### src/rtl/pipe_pkg.sv
// Shared definitions for the 5-stage pipeline hazard control slice.
package pipe_pkg;

    localparam int REG_AW = 3;

    localparam logic [1:0] ST_RUN     = 2'd0;
    localparam logic [1:0] ST_LDSTALL = 2'd1;
    localparam logic [1:0] ST_MEMWAIT = 2'd2;

    localparam int ZERO_REG_IDX = 0;

endpackage

### src/rtl/sat_counter.sv
// Saturating event counter with synchronous clear taking priority over increment.
module sat_counter #(
    parameter int W = 16
) (
    input  logic         clk,
    input  logic         rst,
    input  logic         inc,
    input  logic         clr,
    output logic [W-1:0] cnt
);

    always_ff @(posedge clk) begin
        if (rst || clr) begin
            cnt <= '0;
        end else if (inc && (cnt != '1)) begin
            cnt <= cnt + 1'b1;
        end
    end

endmodule

### src/rtl/pipe_hazard_ctrl.sv
// Stall/flush controller: load-use bubbles, EX branch flush, data-memory wait with timeout,
// plus saturating stall and branch-flush counters.
module pipe_hazard_ctrl
    import pipe_pkg::*;
#(
    parameter int REG_AW       = pipe_pkg::REG_AW,
    parameter int LOAD_BUBBLES = 1,
    parameter int MEM_TIMEOUT  = 255,
    parameter int CNT_W        = 16,
    parameter int ZERO_REG_HW  = 1
) (
    input  logic              clk,
    input  logic              rst,
    input  logic [REG_AW-1:0] id_rs1,
    input  logic [REG_AW-1:0] id_rs2,
    input  logic              id_use_rs1,
    input  logic              id_use_rs2,
    input  logic [REG_AW-1:0] ex_rd,
    input  logic              ex_is_load,
    input  logic              ex_br_taken,
    input  logic              mem_req,
    input  logic              mem_ack,
    input  logic              cnt_clr,
    output logic              pc_freeze,
    output logic              ifid_freeze,
    output logic              ifid_flush,
    output logic              idex_flush,
    output logic              exmem_freeze,
    output logic              mem_err,
    output logic [CNT_W-1:0]  stall_cnt,
    output logic [CNT_W-1:0]  flush_cnt
);

    logic [1:0] state, state_nxt;
    logic [2:0] bub, bub_nxt;
    logic [7:0] to_cnt, to_nxt;
    logic       lu, mw, rd_zero;

    assign rd_zero = (ZERO_REG_HW != 0) && (ex_rd == REG_AW'(ZERO_REG_IDX));
    assign lu = ex_is_load && !rd_zero &&
                ((id_use_rs1 && (ex_rd == id_rs1)) || (id_use_rs2 && (ex_rd == id_rs2)));
    assign mw = mem_req && !mem_ack;

    // Without a pending wait every state falls through to RUN evaluation; LDSTALL only
    // differs by forcing the stall regardless of the current lu condition.
    always_comb begin
        pc_freeze    = 1'b0;
        ifid_freeze  = 1'b0;
        ifid_flush   = 1'b0;
        idex_flush   = 1'b0;
        exmem_freeze = 1'b0;
        mem_err      = 1'b0;
        state_nxt    = ST_RUN;
        bub_nxt      = '0;
        to_nxt       = '0;
        if (mw) begin
            if ((state == ST_MEMWAIT) && (to_cnt == 8'(MEM_TIMEOUT))) begin
                mem_err = 1'b1;
            end else begin
                pc_freeze    = 1'b1;
                ifid_freeze  = 1'b1;
                exmem_freeze = 1'b1;
                state_nxt    = ST_MEMWAIT;
                to_nxt       = (state == ST_MEMWAIT) ? (to_cnt + 8'd1) : 8'd1;
            end
        end else if (ex_br_taken) begin
            ifid_flush = 1'b1;
            idex_flush = 1'b1;
        end else if ((state == ST_LDSTALL) || lu) begin
            pc_freeze   = 1'b1;
            ifid_freeze = 1'b1;
            idex_flush  = 1'b1;
            if (state == ST_LDSTALL) begin
                if (bub > 3'd1) begin
                    bub_nxt   = bub - 3'd1;
                    state_nxt = ST_LDSTALL;
                end
            end else if (LOAD_BUBBLES > 1) begin
                bub_nxt   = 3'(LOAD_BUBBLES - 1);
                state_nxt = ST_LDSTALL;
            end
        end
    end

    always_ff @(posedge clk) begin
        if (rst) begin
            state  <= ST_RUN;
            bub    <= '0;
            to_cnt <= '0;
        end else begin
            state  <= state_nxt;
            bub    <= bub_nxt;
            to_cnt <= to_nxt;
        end
    end

    sat_counter #(.W(CNT_W)) u_stall_cnt (
        .clk (clk),
        .rst (rst),
        .inc (pc_freeze),
        .clr (cnt_clr),
        .cnt (stall_cnt)
    );

    sat_counter #(.W(CNT_W)) u_flush_cnt (
        .clk (clk),
        .rst (rst),
        .inc (ifid_flush),
        .clr (cnt_clr),
        .cnt (flush_cnt)
    );

endmodule

### config.mk
export PLATFORM = sky130hd
export DESIGN_NAME = pipe_hazard_ctrl
export DESIGN_NICKNAME = d
export VERILOG_FILES = /design/src/rtl/pipe_pkg.sv /design/src/rtl/sat_counter.sv /design/src/rtl/pipe_hazard_ctrl.sv
export SDC_FILE = /design/constraint.sdc
export NUM_CORES = 1
export LEC_CHECK = 0
export ABC_CLOCK_PERIOD_IN_PS = 5100
export BUFFER_PORTS_ARGS = -buffer_cell sky130_fd_sc_hd__buf_2
export CAP_MARGIN = 20
export CORE_UTILIZATION = 40
export CTS_BUF_LIST = sky130_fd_sc_hd__clkbuf_8
export DETAILED_ROUTE_END_ITERATION = 7
export MAX_ROUTING_LAYER = met4
export PLACE_DENSITY_LB_ADDON = 0.05
export SETUP_SLACK_MARGIN = 0.5
export SYNTH_ARGS = -nofsm -noshare
export SYNTH_HDL_FRONTEND = slang
export SYNTH_SLANG_ARGS = --single-unit
### constraint.sdc
create_clock -name clk -period 5.1 [get_ports clk]
set_clock_uncertainty 0.15 [all_clocks]
set_input_delay 0.765 -clock clk [delete_from_list [all_inputs] [get_ports clk]]
set_output_delay 0.765 -clock clk [all_outputs]
set_load 0.02 [all_outputs]
==> out/metrics.yaml <==
status:
  status: "finished, final reports clean"
synth:
  avgSynthCellArea_sq_um: 8.57
  yosys-top-cells-area: "dfxtp_1 (41%), xor2_1 (5.6%), nor2_1 (5.5%)"
  ys_seq_elements: 45
  seq_area_frac_synth: 0.414
  synth_compound_area_frac: 0.126
  synth_area_sq_um: 2180
  synthXorXnorAreaFrac: 0.109
  synth_largest_area_cell: "dfxtp_1"
  synthMuxAreaShare: 0.00920
  synthMostInstantiatedCell: "dfxtp_1"
  synth_edf_count: 0
  ys.flop_type: "dfxtp_1"
  synth_top_area_frac: 0.414
  synthTopCellsByCount: "dfxtp_1 (45), nor2_1 (32), a21oi_1 (17), nand2_1 (17)"
  synth_top_family_by_area: "simple AND/OR/NAND/NOR gates"
  synth-adder-area-share: 0.0287
  ys_types: 36
  synth_warnings: 0
  synth-simple-area-share: 0.280
  syn-instance-count: 254
  ys_async_sr_fraction: 0
  syn_nets: 277
finish:
  n_antenna_cell: 0
  final_cells: 380
  finalInstanceArea_sq_um: 2620
  fin_nets: 332
  area_growth_pct: 20.3
  drive_gt1_frac: 0.223
  final_util: 0.506
detailed_routing:
  drt_iter0_drc: 44
  wirelength_mm: 4.66
  post-route-drc-count: 0
  vias_per_cell: 5.11
  drt-wirelength-per-cell_um: 12.3
  ant_nets: 0
  num_vias: 1941
  first_pass_iters: 4
grt:
  grt_pass1_wl_mm: 7.79
  grt_max_degree: 32
  grt_antenna_before_repair: 0
  first_global_vias: 1692
  gr-usage-all-layers: 0.184
  grt_overflow: 0
floorplan:
  start_util: 0.421
  coreArea_sq_um: 5170
  die_w_um: 75.8
  boundaryPins: 56
  die_h_um: 75.8
  die-area_sq_um: 5740
  rows: 26
sta:
  fmax_mhz: 336
  hold_viol_final: 0
  rsz0062_at_grt: "no"
  worst_slew_pin_slew_ps: 908
  slew_violations: 0
  period_minus_slack_ps: 2980
  tns_ps: 0
  relSlewSlack: 0.394
  setup_viol: 0
  period_share: 0.583
critical_path:
  cp-end-kind: "output pin"
  cp-start-kind: "input pin"
  path_class: "input pin to output pin"
  crit_required_ps: 4180
  crit_arrival_ps: 2060
  path_max_fanout: 4
hold_path:
  hold_class: "flop to flop"
power_and_ir_drop:
  seqPwrFrac: 0.526
  clockPowerShare: 0.409
  finalPower_w: 0.000674
  vdd_drop_max_mv: 0.120
  comb_power_share: 0.065
  intPower_w: 0.000527
  powerDensity_nw_per_um2: 257
  p_leak_nw: 1.06
  p_sw_frac: 0.218
  switchingPower_w: 0.000147
clock_network:
  cts.reportedPaths.clkPinSlew_ps: 80
  numCtsBuffers: 5
  cts_tree: "done"
  post_cts_buffers: 0
  cts_buffer_depth: 2
  h-tree-depth: 2
  clkLatencyLatePin_ps: 290
  cts.sinks: 45
  ctsHoldBuffers: 0
  cts_root_buf: "clkbuf_8"
  cts_resized: 0
placement:
  portBuffers: 55
  place_area_sq_um: 2500
  numPlacedInstances: 372
  gp_congestion: 0.698
  dp_hpwl_mm: 3.43
flow_run:
  drv_cap: 0
power groups by stage:
| stage | clock [W] | combinational, W | sequential [W] |
|---|---|---|---|
| 6_report | 0.000275 | 0.0000441 | 0.000354 |
| 5_1_grt | 0.000298 | 0.0000491 | 0.000355 |
| 4_1_cts | 0.000285 | 0.0000449 | 0.000354 |
| 3_5_place_dp | 0 | 0.0000447 | 0.000363 |
| 3_3_place_gp | 0 | 0.0000440 | 0.000363 |
| 2_1_floorplan | 0 | 0.0000283 | 0.000363 |
final timing paths:
check	start	endpoint	slack (ps)	cells past startpoint
worst min-delay path	bub[0]	bub[0]	300	1
worst max-delay path	ex_rd[1]	ifid_freeze	2120	6
worst max register to register	to_cnt[0]	u_stall_cnt.cnt[15]	2640	7
worst min register to register	bub[0]	bub[0]	300	1
per-stage QoR:
stage                     worst slack, ps  hold WS (ps)
after floorplan                      2280           267
after global placement               2160           283
after detailed placement             2070           289
after CTS                            2070           301
after global routing                 1960           352
final                                2120           302
worst max-delay path, stage by stage:
cell       delay, ps
buf_2            130
xnor2_1          190
nand4_1          210
a2111oi_4        390
or2_2            210
buf_2            160
cell type report:
class                           count  area (sq um)
Multi-Input combinational cell    193          1200
Tap cell                           70          87.6
Clock buffer                        6          82.6
Inverter                            9          33.8
Clock inverter                      2          33.8
Fill cell                         527          2550
Sequential cell                    45           901
Timing Repair Buffer               55           275
cell families after synthesis:
kind of cell / count (synthesis)
AOI/OAI and AO/OA: 41
xor gates and xnor gates: 27
adders and majority gates: 5
buffers and inverters: 16
DFF: 45
muxes: 2
and+or+nand+nor: 118
registers in the layout, indices dropped and copies added (netlist names):
register / count
bub: 3
to_cnt: 8
u_flush_cnt.cnt: 16
state: 2
u_stall_cnt.cnt: 16
layout by cell type (no fill, tap or decap), types with 3 or more instances in the layout:
master,instances
a21oi_1,17
and3_1,10
buf_2,55
clkbuf_8,6
dfxtp_1,45
ha_1,5
inv_1,10
nand2_1,17
nand3_1,14
nand4_1,12
nor2_1,32
nor2b_1,3
nor3_1,3
o21ai_0,9
o31ai_1,7
or2_2,4
or3_1,8
or4_1,6
xnor2_1,13
xor2_1,14
metal layers:
metal,track usage,vias to the layer above,share of wire
li1,-,1010,-
met1,0.228,871,0.49
met2,0.298,56,0.45
met3,0.0450,4,0.058
met4,0.0494,0,0.0064
met5,-,-,0
No activity file was read; power rests on OpenSTA's default activity.
